$ cat src/rtl/pipe_stage_buf_if.sv
// Valid/ready handshake bundle for one pipeline stage boundary (upstream in_* side, downstream out_* side).
// master drives the payload toward the stage; slave is the stage itself.
interface pipe_stage_buf_if #(
    parameter int unsigned DATA_W = 96
);
    logic              in_valid;
    logic              in_ready;
    logic [DATA_W-1:0] in_data;
    logic              out_valid;
    logic              out_ready;
    logic [DATA_W-1:0] out_data;

    modport master (
        output in_valid, in_data, out_ready,
        input  in_ready, out_valid, out_data
    );

    modport slave (
        input  in_valid, in_data, out_ready,
        output in_ready, out_valid, out_data
    );
endinterface

$ cat src/rtl/pipe_stage_buf.sv
// Generic inter-stage pipeline register: valid/ready on both sides, optional skid entry,
// flush that kills in-flight entries, saturating stall/flush counters.
module pipe_stage_buf #(
    parameter int unsigned       DATA_W     = 96,
    parameter bit                SKID_EN    = 1'b1,
    parameter logic [DATA_W-1:0] FLUSH_DATA = '0,
    parameter int unsigned       CNT_W      = 16
) (
    input  logic             clk,
    input  logic             rst_n,
    input  logic             flush,
    pipe_stage_buf_if.slave  bus,
    output logic [1:0]       occupancy,
    output logic [CNT_W-1:0] stall_cnt,
    output logic [CNT_W-1:0] flush_cnt
);

    localparam logic [CNT_W-1:0] CNT_MAX = {CNT_W{1'b1}};

    logic              valid_m_q, valid_m_d;
    logic [DATA_W-1:0] data_m_q,  data_m_d;
    logic              valid_s_q, valid_s_d;
    logic [DATA_W-1:0] data_s_q,  data_s_d;
    logic [CNT_W-1:0]  stall_cnt_q, stall_cnt_d;
    logic [CNT_W-1:0]  flush_cnt_q, flush_cnt_d;

    logic in_ready_c;
    logic in_fire_c;
    logic out_fire_c;

    // With a skid entry in_ready depends only on state; without it, it looks through to out_ready.
    assign in_ready_c = SKID_EN ? !valid_s_q : (!valid_m_q || bus.out_ready);
    assign in_fire_c  = bus.in_valid && in_ready_c && !flush;
    assign out_fire_c = valid_m_q && bus.out_ready;

    // Entry next-state; data_m returns to FLUSH_DATA whenever main empties so out_data is a plain flop.
    always_comb begin
        valid_m_d = valid_m_q;
        data_m_d  = data_m_q;
        valid_s_d = valid_s_q;
        data_s_d  = data_s_q;

        if (flush) begin
            valid_m_d = 1'b0;
            valid_s_d = 1'b0;
            data_m_d  = FLUSH_DATA;
        end else if (SKID_EN) begin
            if (out_fire_c || !valid_m_q) begin
                if (valid_s_q) begin
                    valid_m_d = 1'b1;
                    data_m_d  = data_s_q;
                    valid_s_d = in_fire_c;
                    if (in_fire_c) begin
                        data_s_d = bus.in_data;
                    end
                end else if (in_fire_c) begin
                    valid_m_d = 1'b1;
                    data_m_d  = bus.in_data;
                end else begin
                    valid_m_d = 1'b0;
                    data_m_d  = FLUSH_DATA;
                end
            end else if (in_fire_c) begin
                valid_s_d = 1'b1;
                data_s_d  = bus.in_data;
            end
        end else begin
            if (in_fire_c) begin
                valid_m_d = 1'b1;
                data_m_d  = bus.in_data;
            end else if (out_fire_c) begin
                valid_m_d = 1'b0;
                data_m_d  = FLUSH_DATA;
            end
        end
    end

    // Saturating performance counters; a stall in a flush cycle still counts.
    always_comb begin
        stall_cnt_d = stall_cnt_q;
        flush_cnt_d = flush_cnt_q;
        if (valid_m_q && !bus.out_ready && (stall_cnt_q != CNT_MAX)) begin
            stall_cnt_d = stall_cnt_q + CNT_W'(1);
        end
        if (flush && (flush_cnt_q != CNT_MAX)) begin
            flush_cnt_d = flush_cnt_q + CNT_W'(1);
        end
    end

    always_ff @(posedge clk or negedge rst_n) begin
        if (!rst_n) begin
            valid_m_q   <= 1'b0;
            data_m_q    <= FLUSH_DATA;
            stall_cnt_q <= '0;
            flush_cnt_q <= '0;
        end else begin
            valid_m_q   <= valid_m_d;
            data_m_q    <= data_m_d;
            stall_cnt_q <= stall_cnt_d;
            flush_cnt_q <= flush_cnt_d;
        end
    end

    if (SKID_EN) begin : g_skid
        always_ff @(posedge clk or negedge rst_n) begin
            if (!rst_n) begin
                valid_s_q <= 1'b0;
                data_s_q  <= '0;
            end else begin
                valid_s_q <= valid_s_d;
                data_s_q  <= data_s_d;
            end
        end
    end else begin : g_no_skid
        assign valid_s_q = 1'b0;
        assign data_s_q  = '0;
    end

    assign bus.in_ready  = in_ready_c;
    assign bus.out_valid = valid_m_q;
    assign bus.out_data  = data_m_q;
    assign occupancy     = 2'(valid_m_q) + 2'(valid_s_q);
    assign stall_cnt     = stall_cnt_q;
    assign flush_cnt     = flush_cnt_q;

endmodule

$ cat src/flat_wrapper.sv
// flat-port wrapper written by rule: the top's interface ports become plain ports
module pipe_stage_buf_flat 
#(
    parameter int unsigned       DATA_W     = 96,
    parameter bit                SKID_EN    = 1'b1,
    parameter logic [DATA_W-1:0] FLUSH_DATA = '0,
    parameter int unsigned       CNT_W      = 16
)
  (clk, rst_n, flush, occupancy, stall_cnt, flush_cnt, bus_in_valid, bus_in_data, bus_out_ready, bus_in_ready, bus_out_valid, bus_out_data);
  pipe_stage_buf_if #(.DATA_W(DATA_W)) bus_i ();
  input  logic clk;
  input  logic rst_n;
  input  logic flush;
  output logic [1:0] occupancy;
  output logic [CNT_W-1:0] stall_cnt;
  output logic [CNT_W-1:0] flush_cnt;
  input wire logic [$bits(bus_i.in_valid)-1:0] bus_in_valid;
  input wire logic [$bits(bus_i.in_data)-1:0] bus_in_data;
  input wire logic [$bits(bus_i.out_ready)-1:0] bus_out_ready;
  output wire logic [$bits(bus_i.in_ready)-1:0] bus_in_ready;
  output wire logic [$bits(bus_i.out_valid)-1:0] bus_out_valid;
  output wire logic [$bits(bus_i.out_data)-1:0] bus_out_data;
  assign bus_i.in_valid = bus_in_valid;
  assign bus_i.in_data = bus_in_data;
  assign bus_i.out_ready = bus_out_ready;
  assign bus_in_ready = bus_i.in_ready;
  assign bus_out_valid = bus_i.out_valid;
  assign bus_out_data = bus_i.out_data;
  pipe_stage_buf #(.DATA_W(DATA_W), .SKID_EN(SKID_EN), .FLUSH_DATA(FLUSH_DATA), .CNT_W(CNT_W)) u_core (.clk(clk), .rst_n(rst_n), .flush(flush), .bus(bus_i), .occupancy(occupancy), .stall_cnt(stall_cnt), .flush_cnt(flush_cnt));
endmodule
$ cat config.mk
export PLATFORM = sky130hd
export DESIGN_NAME = pipe_stage_buf_flat
export DESIGN_NICKNAME = d
export VERILOG_FILES = /design/src/rtl/pipe_stage_buf_if.sv /design/src/rtl/pipe_stage_buf.sv /design/src/flat_wrapper.sv
export SDC_FILE = /design/constraint.sdc
export NUM_CORES = 1
export LEC_CHECK = 0
export ABC_AREA = 1
export ABC_CLOCK_PERIOD_IN_PS = 1500
export CAP_MARGIN = 20
export CORE_MARGIN = 1.5
export CORE_UTILIZATION = 40
export DETAILED_ROUTE_END_ITERATION = 12
export PLACE_DENSITY = 0.75
export SLEW_MARGIN = 20
export SYNTH_ARGS = -nofsm -noshare
export SYNTH_HDL_FRONTEND = slang
export SYNTH_SLANG_ARGS = --single-unit
$ cat constraint.sdc
create_clock -name clk -period 1.5 [get_ports clk]
set_input_delay 0.225 -clock clk [delete_from_list [all_inputs] [get_ports clk]]
set_output_delay 0.225 -clock clk [all_outputs]
set_load 0.005 [all_outputs]
Yosys cells after proc, flatten, opt, wreduce, memory -nomap -nowiden
Index checks and enable logic that the tools add are counted.

word-level totals
  output and inout bits = 132
  register bits after elaboration = 226
  input port bits = 101
  word-level logic and storage cells = 42

cells by class
  add/sub/neg operators = 3
  muxes and demuxes = 15
  reductions and logical operators = 14
  bitwise operators = 1
  eq/ne operators = 3

operators with widths
  operator                                       number
  2-to-1 mux 96 bit                              7
  adder 16 x 1 -> 16 bit, second input constant  2
  != test 16 bit, second input constant          2
  2-to-1 mux 1 bit                               8
  logical AND 1 bit                              6
  logical NOT 1 bit                              4
  nonzero test 3 bit                             1
  adder 1 x 1 -> 2 bit                           1
  != test 2 x 1 -> 1 bit, second input constant  1
  AND reduction 2 bit                            1
  nonzero test 2 bit                             1
  logical OR 1 bit                               1
  NOT 1 bit                                      1

Logic depth before layout (Yosys ltp)
  word-level depth = 7
  gate-level depth with buffers = 9
  mapped depth without buffers = 9

Worst setup path after synthesis
No wires, ideal clock.

  kind = register to register
  start point = register u_core.flush_cnt_q[0] (netlist: u_core.flush_cnt[0])
  end point = register u_core.flush_cnt_q[10] (netlist: u_core.flush_cnt[10])
  setup time = 120 ps
  period minus slack after synthesis = 1,447 ps
  arrival = 1,326 ps
  data required time = 1,380 ps
  slack = 53 ps
  buffers on the path = 0
  stages on the path, launching flop included = 9
  cell sequence = dfrtp_1 ha_1 inv_1 nor2_2 nand2_1 nor2_2 nand2_2 o21ai_1 nand2_1

on the way
  longest elaborated chain between the ends = 2
  elaborated cells between the ends (all ways) = 3
  those cells by class = 1 x add/sub; 1 x eq/ne; 1 x reduce/logical

ends and longest elaborated chain
  element                                                                         RTL line               source
  from (decl)                                                                     pipe_stage_buf.sv:25   logic [CNT_W-1:0] flush_cnt_q, flush_cnt_d;
  from (signal assigned)                                                          pipe_stage_buf.sv:100  flush_cnt_q <= flush_cnt_d;
  parallel branches: the longest is 2 deep, another holds adder 16 x 1 -> 16 bit  --

Several ways; the timed one is not identified.
A chain may end at the register's enable or synchronous reset.

Final worst setup path
  start point = register u_core.valid_s_q
  end point = register u_core.data_m_q[45] (netlist: u_core.bus.out_data[45])

on the way
  longest elaborated chain between the ends = 7

ends and longest elaborated chain
  element                         RTL line               source
  from (decl)                     pipe_stage_buf.sv:22   logic valid_s_q, valid_s_d;
  from (signal assigned)          pipe_stage_buf.sv:110  valid_s_q <= valid_s_d;
  logical NOT 1 bit               pipe_stage_buf.sv:32   assign in_ready_c = SKID_EN ? !valid_s_q : (!valid_m_q || bus.out_ready);
  logical AND 1 bit (2 in a row)  pipe_stage_buf.sv:33   assign in_fire_c = bus.in_valid && in_ready_c && !flush;
  2-to-1 mux 96 bit               pipe_stage_buf.sv:56   end else if (in_fire_c) begin
  2-to-1 mux 96 bit *             pipe_stage_buf.sv:49   if (valid_s_q) begin
  2-to-1 mux 96 bit *             pipe_stage_buf.sv:48   if (out_fire_c || !valid_m_q) begin
  2-to-1 mux 96 bit *             pipe_stage_buf.sv:43   if (flush) begin
  to (signal assigned)            pipe_stage_buf.sv:98   data_m_q <= data_m_d;
  to (decl)                       pipe_stage_buf.sv:21   logic [DATA_W-1:0] data_m_q, data_m_d;

Every way passes the cells marked *; elsewhere a longest branch is shown, timed or not. The select of a mux whose other input is x is not followed.

==> qor_table.md <==
| Stage | Result | This run |
|---|---|---|
| outcome | Run status | finished with violations |
| outcome | Violations in the final reports | setup timing |
| floorplanning | FP Rows | 57 |
| placed design | DP Wirelength | 18800 um |
| global route | GRT met2 Usage | 37.5% |
| floorplanning | Vertical die dimension | 162 um |
| global route | Met1 routing resource usage after global routing | 31.3% |
| setup path | Crit path capture type | flip-flop |
| hold path | Hold WC Path Type | input pin to asynchronous set/reset pin |
| clock tree | TritonCTS clock tree | yes |
| final layout | Antenna diode count | 0 |
| floorplanning | Horizontal die dimension | 162 um |
| yosys | Post-Synthesis Mean Instance Area | 8.93 um^2 |
| setup path | WS Path Type | flip-flop to flip-flop |
| setup path | Data required, critical path | 1.93 ns |
| timing | F_max | 620 MHz |
| detailed routing | Number of remaining DRC errors | 0 |
| timing | Worst Max-Slew Pin Slew | 0.494 ns |
| final layout | Post-layout nets | 1559 |
| clock tree | Root buf cell | sky130_fd_sc_hd__clkbuf_16 |
| clock tree | CTS max path bufs | 3 |
| global route | Met3 Use GR | 3.91% |
| global route | GRT busiest layer | met2 |
| timing | Post-route clock period utilization | 108% |
| timing | Final number of max-transition violations | 0 |
| setup path | Arrival time worst endpoint | 2.05 ns |
| clock tree | Clock net sink count | 226 |
| floorplanning | Die ar. | 26200 um^2 |
| yosys | Area contributors post-synth | sky130_fd_sc_hd__dfrtp_1 (56%), sky130_fd_sc_hd__nand2_1 (15%), sky130_fd_sc_hd__a22oi_1 (6.1%) |
| yosys | Post-synthesis cell type with the largest combined area | sky130_fd_sc_hd__dfrtp_1 |
| power and ir drop | Cell Pwr Density | 1070 nW/um^2 |
| detailed routing | Wire length per cell | 18.3 um |
| clock tree | Clock transition at path regs | 0.06 ns |
| yosys | Post-synthesis instance total | 1130 |
| clock tree | Clock latency at the later pin of the worst-skew pair | 0.51 ns |
| global route | Overflow after GRT | 0 |
| global route | First-pass GRT wire length | 48400 um |
| yosys | Synth warnings | 0 |
| detailed routing | Detailed-routing iteration count for the pre-antenna-repair pass | 5 |
| timing | Setup skew after layout | 0.0143 ns |
| detailed routing | Total Routed Length | 32800 um |
| detailed routing | Average via count per standard cell | 5.37 |
| yosys | Portion of the post-synthesis area used by sequential elements | 56.0% |
| setup path | Worst Path Max Fanout | 7 |
| final layout | Fraction of final layout cells sized beyond drive strength 1 | 19.0% |
| power and ir drop | Static leakage | 7.43 nW |
| floorplanning | Effective utilization at floorplan | 41.1% |
| final layout | Synth-to-layout area growth | 51.4% |
| timing | Fin. Hold Viols | 0 |
| timing | Post-route worst setup slack | -0.114 ns |
| power and ir drop | Worst IR drop on VDD | 0.543 mV |
| detailed routing | Number of vias after detailed routing | 9632 |
| yosys | Synthesized Nets | 1234 |
| detailed routing | Detailed Route Iter0 Violations | 794 |
| clock tree | CTS Buf Count | 25 |
| yosys | Number of distinct library cells after synthesis | 30 |
| placed design | RePlAce Congestion | 0.827 |
| yosys | Top-area cell type share of the netlist area | 56.0% |
| detailed routing | Number of antenna-violating nets in the routed design | 0 |
| global route | Pin count of the biggest net entering global routing | 57 |
| clock tree | Count of H-tree levels built during CTS | 1 |
| final layout | Final design utilization | 62.3% |
| placed design | Pre-CTS setup slack | -0.205 ns |
| timing | Setup violations, final | 146 |
| global route | Number of global-route vias before repair | 9181 |
| global route | Global-route usage over all layers | 23.0% |
| setup path | Startpoint class of the critical path | flip-flop |
| global route | Initial antenna violation count | 1 |
| run | Max Cap Viol | 0 |
| final layout | Commonest non-fill, non-tap cell in the layout | sky130_fd_sc_hd__nand2_1 |
| floorplanning | Core Area | 24500 um^2 |
| yosys | Yosys reg bits | 226 |
| placed design | Count of buffers inserted at the top-level ports | 232 |
| timing | Worst slew margin relative to its limit | 67.1% |
| final layout | Most frequent cells in the layout | sky130_fd_sc_hd__nand2_1 (407), sky130_fd_sc_hd__dfrtp_1 (215), sky130_fd_sc_hd__dlygate4sd2_1 (122), sky130_fd_sc_hd__o21ai_1 (99), sky130_fd_sc_hd__clkdlybuf4s50_1 (99) |
| timing | Tmin final | 1.61 ns |
| yosys | Mapped cell area | 10100 um^2 |
| floorplanning | Ports | 233 |
| timing | Unrepaired setup endpoints after global routing | yes |
## worst paths after layout
path                                    start                       to  slack (ns)  cells past startpoint
hold / removal                          rst_n      u_core.flush_cnt[1]        0.25                      2
min in group clk              bus_in_data[91]      u_core.data_s_q[91]        0.30                      3
hold reg to reg            u_core.data_s_q[9]       u_core.data_s_q[9]        0.47                      2
setup reg to reg             u_core.valid_s_q  u_core.bus.out_data[45]       -0.11                      9
max in group asynchronous               rst_n  u_core.bus.out_data[78]        0.67                      3
setup / recovery             u_core.valid_s_q  u_core.bus.out_data[45]       -0.11                      9
## state kept, by name (all words and copies together), names as in the netlist
signal,cells
u_core.stall_cnt,16
u_core.flush_cnt,16
u_core.bus.out_valid,1
u_core.data_s_q,96
u_core.valid_s_q,1
u_core.bus.out_data,96
## through the flow
step / cells / setup TNS, ns / instance area (um^2) / power, mW / hold WS [ns]
2_1_floorplan: 1130 / 0 / 10100 / 8.57 / -0.0706
3_3_place_gp: 1673 / -23.91 / 13100 / 9.90 / 0.189
3_5_place_dp: 1673 / -31.05 / 13100 / 10.0 / 0.196
4_1_cts: 1768 / -11.70 / 14600 / 16.2 / 0.242
5_1_grt: 1795 / -17.46 / 15300 / 17.1 / 0.281
6_report: 1795 / -6.70 / 15300 / 16.3 / 0.248
## metal layers
metal	share of wire (%)	vias to the layer above
met1	42	4683
met4	3.0	0
li1	-	4451
met5	0	-
met3	7.0	76
met2	48	422
## Yosys cell counts
| cell | count |
|---|---|
| sky130_fd_sc_hd__xor2_1 | 5 |
| sky130_fd_sc_hd__clkbuf_1 | 27 |
| sky130_fd_sc_hd__a22oi_1 | 82 |
| sky130_fd_sc_hd__and2_1 | 1 |
| sky130_fd_sc_hd__nor3_1 | 3 |
| sky130_fd_sc_hd__nor2_4 | 3 |
| sky130_fd_sc_hd__xnor2_1 | 5 |
| sky130_fd_sc_hd__buf_1 | 4 |
| sky130_fd_sc_hd__nand2_4 | 2 |
| sky130_fd_sc_hd__o21ai_0 | 12 |
| sky130_fd_sc_hd__or2_2 | 1 |
| sky130_fd_sc_hd__a31oi_1 | 1 |
| sky130_fd_sc_hd__nand2_1 | 409 |
| sky130_fd_sc_hd__nor2_1 | 29 |
| sky130_fd_sc_hd__ha_1 | 3 |
| sky130_fd_sc_hd__buf_2 | 29 |
| sky130_fd_sc_hd__inv_2 | 2 |
| sky130_fd_sc_hd__a22oi_2 | 14 |
| sky130_fd_sc_hd__nor2_2 | 6 |
| sky130_fd_sc_hd__nand3b_1 | 6 |
| sky130_fd_sc_hd__nand4_1 | 8 |
| sky130_fd_sc_hd__nor2_8 | 1 |
| sky130_fd_sc_hd__inv_1 | 26 |
| sky130_fd_sc_hd__buf_6 | 9 |
| sky130_fd_sc_hd__dfrtp_1 | 226 |
| sky130_fd_sc_hd__nand2_2 | 7 |
| sky130_fd_sc_hd__nand3_1 | 110 |
| sky130_fd_sc_hd__inv_4 | 1 |
| sky130_fd_sc_hd__o21ai_1 | 92 |
| sky130_fd_sc_hd__buf_4 | 6 |
## critical path, cell delays in order (launching register included)
cell	delay, ns
sky130_fd_sc_hd__dfrtp_4	0.49
sky130_fd_sc_hd__buf_6	0.13
sky130_fd_sc_hd__inv_4	0.05
sky130_fd_sc_hd__nand2_4	0.06
sky130_fd_sc_hd__nor2_8	0.14
sky130_fd_sc_hd__buf_12	0.18
sky130_fd_sc_hd__buf_12	0.12
sky130_fd_sc_hd__clkbuf_16	0.15
sky130_fd_sc_hd__a22oi_2	0.05
sky130_fd_sc_hd__o21ai_1	0.15
## area by class of cell
class                   count  area, um^2
well taps                 324         405
clock inverters             3        18.8
clock buffers              40         772
multi-input cells         800        4200
repair buffers            373        4100
flip-flops and latches    226        5670
inverters                  29         111
fillers                  2029        9250
## timing repair
item,CTS,global route
pin swaps,10,28
gates resized for setup,191,79
hold endpoints to repair,41,0
hold buffers,1,0
setup buffers,43,14
cloned,11,14
setup endpoints to repair,179,229
## kinds of logic after synthesis
group / share of synthesized area, %
AND/OR/NAND/NOR: 24.5
flip-flops: 56.0
AO/OA/AOI/OAI: 13.1
buffers and inverters: 5.15
XOR/XNOR: 0.868
adder cells (fa/ha/maj): 0.372
## power by group
group	switching, mW	internal, mW	total, mW
Sequential	0.528	6.91	7.44
Combinational	1.50	1.49	3.00
Clock	2.41	3.50	5.90
Total	4.44	11.9	16.3
Note: power is estimated with default switching activity, not from simulation.
==> RTL edit 1: new RTL, same flow settings <==
`CNT_W` is set to 16 in 2 places; all go to 18.
--- a/src/rtl/pipe_stage_buf.sv
+++ b/src/rtl/pipe_stage_buf.sv
@@ -4,7 +4,7 @@
     parameter int unsigned       DATA_W     = 96,
     parameter bit                SKID_EN    = 1'b1,
     parameter logic [DATA_W-1:0] FLUSH_DATA = '0,
-    parameter int unsigned       CNT_W      = 16
+    parameter int unsigned       CNT_W      = 18
 ) (
     input  logic             clk,
     input  logic             rst_n,
--- a/src/flat_wrapper.sv
+++ b/src/flat_wrapper.sv
@@ -4,7 +4,7 @@
     parameter int unsigned       DATA_W     = 96,
     parameter bit                SKID_EN    = 1'b1,
     parameter logic [DATA_W-1:0] FLUSH_DATA = '0,
-    parameter int unsigned       CNT_W      = 16
+    parameter int unsigned       CNT_W      = 18
 )
   (clk, rst_n, flush, occupancy, stall_cnt, flush_cnt, bus_in_valid, bus_in_data, bus_out_ready, bus_in_ready, bus_out_valid, bus_out_data);
   pipe_stage_buf_if #(.DATA_W(DATA_W)) bus_i ();
Ports: changed (resized flush_cnt and stall_cnt); port bits go from 233 to 237. No check against the original RTL was run, so the function may have changed too.
==> RTL edit 1 against the unedited design <==
The run still ends with setup timing left; area after synthesis shrank 0.21%; synthesized cell count shrank 16%; final area grew 0.62%; sequential cell count grew 4; count of clock-buffer cells in the layout shrank 2; hold slack lost 0.059 ns; total power grew 4.5%; wire length shrank 8.2%; worst setup slack lost 0.079 ns.
==> RTL edit 1: results (changes against the unedited design) <==
- Run status: finished with violations
- Violated checks: setup timing
- Worst reg2reg endpoint: u_core.data_s_q[75]$_DFFE_PN0P_
- Reg-to-Reg Start: u_core.valid_s_q$_DFFE_PN0P_
- Iteration-0 DRC Markers: 467 (-41%)
- Largest cells by area after synthesis: sky130_fd_sc_hd__dfrtp_1, sky130_fd_sc_hd__nand2_1, sky130_fd_sc_hd__mux2_2
- Number of clock buffers in the layout: 38 (-5.0%)
- Post-synthesis sequential area ratio: 57.1% (+1.1 points)
- Total of endpoints with negative setup slack in the final report: 223 (+53%)
- Filler Cell Count: 1,935 (-4.6%)
- Overall routing resource usage: 21.5% (-1.5 points)
- Cell Int Power: 12.6 mW (+6.1%)
- Nets@finish: 1,420 (-8.9%)
- Leakage power of the design: 7.31 nW (-1.6%)
- Post-CTS Setup Repair Bufs: 55 (+28%)
- Most numerous cell types in the synthesized netlist: sky130_fd_sc_hd__nand2_1, sky130_fd_sc_hd__dfrtp_1, sky130_fd_sc_hd__o21ai_0
- Combinational share of power: 19.3% (+1.0 points)
- Wire length on met3: 1720 um (-25%)
- Post-synthesis sequential element count: 230 (+1.8%)
- Met2 track utilization from global routing: 36.5% (-0.98 points)
- Max transition margin: 73.0% (+5.9 points)
- Distinct cells, synth: 27 (-10%)
- Fraction of power consumed by sequential logic: 44.8% (-0.7 points)
- TritonCTS Buffers: 26 (+4.0%)
- Fraction of layout instances using a drive strength above 1: 33.6% (+15 points)
- Total number of multi-input combinational cells: 639 (-20%)
- Met3 track utilization from global routing: 4.26% (+0.36 points)
- Layout Cells excl Fill: 1,659 (-7.6%)
- NonClk Buf Share: 24.4% (-2.4 points)
- Reg2Reg Setup Slack: -0.19 ns (-0.08 ns)
- Wire length of the first global-routing pass: 45,500 um (-5.9%)
- Sequential fraction of total cell area: 37.5% (+0.40 points)
- Global placer's final weighted congestion: 0.849 (+2.6%)
- Amount of wire on met2 after detailed routing: 15,000 um (-5.2%)
- Half-perimeter wire length after placement: 18,300 um (-2.3%)
- Maximum fanout along the worst path: 32 (+25)
- Clock network share of area: 5.43% (+0.25 points)
- Input/output buffers: 236 (+1.7%)
- Final Skew: 0.0164 ns (+0.00210 ns)
- Post-cts gate resize count: 257 (+35%)
- Synthesized netlist net count: 1,056 (-14%)
- Area after detailed placement: 0.0134 mm^2 (+2.0%)
- Vias in the first global route: 8,788 (-4.3%)
- Worst Setup Slack, final: -0.192 ns (-0.0788 ns)
==> RTL edit 1: per-stage QoR <==
step                hold slack (ns)  power [mW]  TNS, ns  worst slack (ns)
floorplan                   -0.0706        8.93    -1.68           -0.0569
global placement              0.161        10.3   -44.73            -0.282
detailed placement            0.168        10.5   -46.79            -0.294
CTS                           0.189        16.9   -26.40            -0.207
global route                  0.216        17.8   -40.50            -0.238
finish                        0.189        17.1   -25.97            -0.192
==> RTL edit 1: cells by family (layout without fill, tap and decap cells) <==
kind of cell	Yosys count	count (layout)	share of synthesized area, %
muxes	96	96	11.8
DFF	230	230	57.1
buffers and inverters	84	466	3.84
adders and majority gates	3	3	0.373
and+or+nand+nor	311	312	12.2
xor gates and xnor gates	24	24	2.09
AOI/OAI and AO/OA	204	204	12.6
==> RTL edit 2: new RTL, same settings <==
Made on the original files. Make the reset (`rst_n`) synchronous in 2 clocked blocks.
--- a/src/rtl/pipe_stage_buf.sv
+++ b/src/rtl/pipe_stage_buf.sv
@@ -87,7 +87,7 @@
         end
     end
 
-    always_ff @(posedge clk or negedge rst_n) begin
+    always_ff @(posedge clk) begin
         if (!rst_n) begin
             valid_m_q   <= 1'b0;
             data_m_q    <= FLUSH_DATA;
@@ -102,7 +102,7 @@
     end
 
     if (SKID_EN) begin : g_skid
-        always_ff @(posedge clk or negedge rst_n) begin
+        always_ff @(posedge clk) begin
             if (!rst_n) begin
                 valid_s_q <= 1'b0;
                 data_s_q  <= '0;
Function: differs if rst_n is asserted again (counterexample within 4 cycles, from zero or initial values and one cycle with rst_n low); with rst_n held inactive, the same outputs for 4 cycles.
==> RTL edit 2 against the unedited design <==
Count of clock-buffer cells in the layout fell by 6; final area fell by 14%; cell count increased by 0.28%; via count decreased by 1.3%; sequential cell count stayed put; clock skew is 0.0085 ns higher; area after synthesis fell by 9.6%; worst setup slack improved by 0.12 ns; synthesized cell count up 11%; wire length decreased by 14%; critical endpoint is now occupancy[0].
Power is not compared: it rests on default switching activity, and its combinational part moved more than twofold at a synthesized area within 25%.
==> RTL edit 2: results (changes against the unedited design) <==
- Largest cells by area after synthesis: sky130_fd_sc_hd__dfxtp_1, sky130_fd_sc_hd__a21oi_1, sky130_fd_sc_hd__nand2_1
- Run status: complete, no violations
- Area share of xor/xnor cells in the synthesized design: 0% (-0.87 points)
- Setup crit end: occupancy[0]
- Met3 track utilization from global routing: 3.49% (-0.41 points)
- Area after detailed placement: 0.0121 mm^2 (-8.2%)
- Maximum fanout along the worst path: 2 (-5)
- Period Utilization, post-route: 99.9% (-7.7 points)
- Synthesized netlist net count: 1,360 (+10%)
- Share of synthesized flip-flops with an asynchronous set or reset: 0% (-100 points)
- Total number of multi-input combinational cells: 920 (+15%)
- Max transition margin: 77.3% (+10 points)
- TritonCTS Buffers: 24 (-4.0%)
- Total number of vias: 9,511 (-1.3%)
- FF+latch area: 0.00459 mm^2 (-19%)
- Top_reg_cell synth: sky130_fd_sc_hd__dfxtp_1
- Post-CTS Setup Repair Bufs: 6 (-86%)
- Sequential fraction of total cell area: 35.1% (-2.0 points)
- Wire length on met3: 1820 um (-21%)
- Vias in the first global route: 8,923 (-2.8%)
- Synthesized instance count: 1,256 (+11%)
- Iteration-0 DRC Markers: 580 (-27%)
- Reg2Reg Setup Slack: 0.06 ns (+0.17 ns)
- Amount of wire on met2 after detailed routing: 13,300 um (-16%)
- Met1 wire length: 12,300 um (-10%)
- Area of combinational cells with multiple inputs: 0.00422 mm^2 (+0.39%)
- Most numerous cell types in the synthesized netlist: sky130_fd_sc_hd__nand2_1, sky130_fd_sc_hd__a21oi_1, sky130_fd_sc_hd__dfxtp_1
- Nets@finish: 1,602 (+2.8%)
- Worst hold path class: in -> reg
- Depth of the worst register-to-register path: 6 (-3)
- Sum Neg Setup Slack: 0 ns (+6.70 ns)
- Overall routing resource usage: 22.6% (-0.46 points)
- Antenna violations before repair: 0 (-1)
- Filler Cell Count: 2,076 (+2.3%)
- Half-perimeter wire length after placement: 17,600 um (-6.1%)
- Distinct cells, synth: 27 (-10%)
- Largest net degree at the start of global routing: 63 (+11%)
RTL edit 2: cell count changes after synthesis, moves of 14 or more:
cell,change
sky130_fd_sc_hd__dfrtp_1,-226
sky130_fd_sc_hd__a21oi_1,+297
sky130_fd_sc_hd__o21ai_0,+80
sky130_fd_sc_hd__dfxtp_1,+226
sky130_fd_sc_hd__a22oi_1,-82
sky130_fd_sc_hd__nor2_1,+68
sky130_fd_sc_hd__nand3_1,-86
sky130_fd_sc_hd__nand2_1,-30
sky130_fd_sc_hd__o21ai_1,-88
sky130_fd_sc_hd__clkbuf_1,+25
sky130_fd_sc_hd__a22oi_2,-14
RTL edit 2: critical path, cell delays in order, from the launching register on:
cell and delay [ns]:
sky130_fd_sc_hd__dfxtp_4 0.36, sky130_fd_sc_hd__ha_1 0.28, sky130_fd_sc_hd__clkbuf_2 0.11
RTL edit 2: cell families after synthesis:
kind of cell	count (synthesis)
compound gates	401
fa+ha+maj	3
simple gates	515
flops	226
buf+inv	111
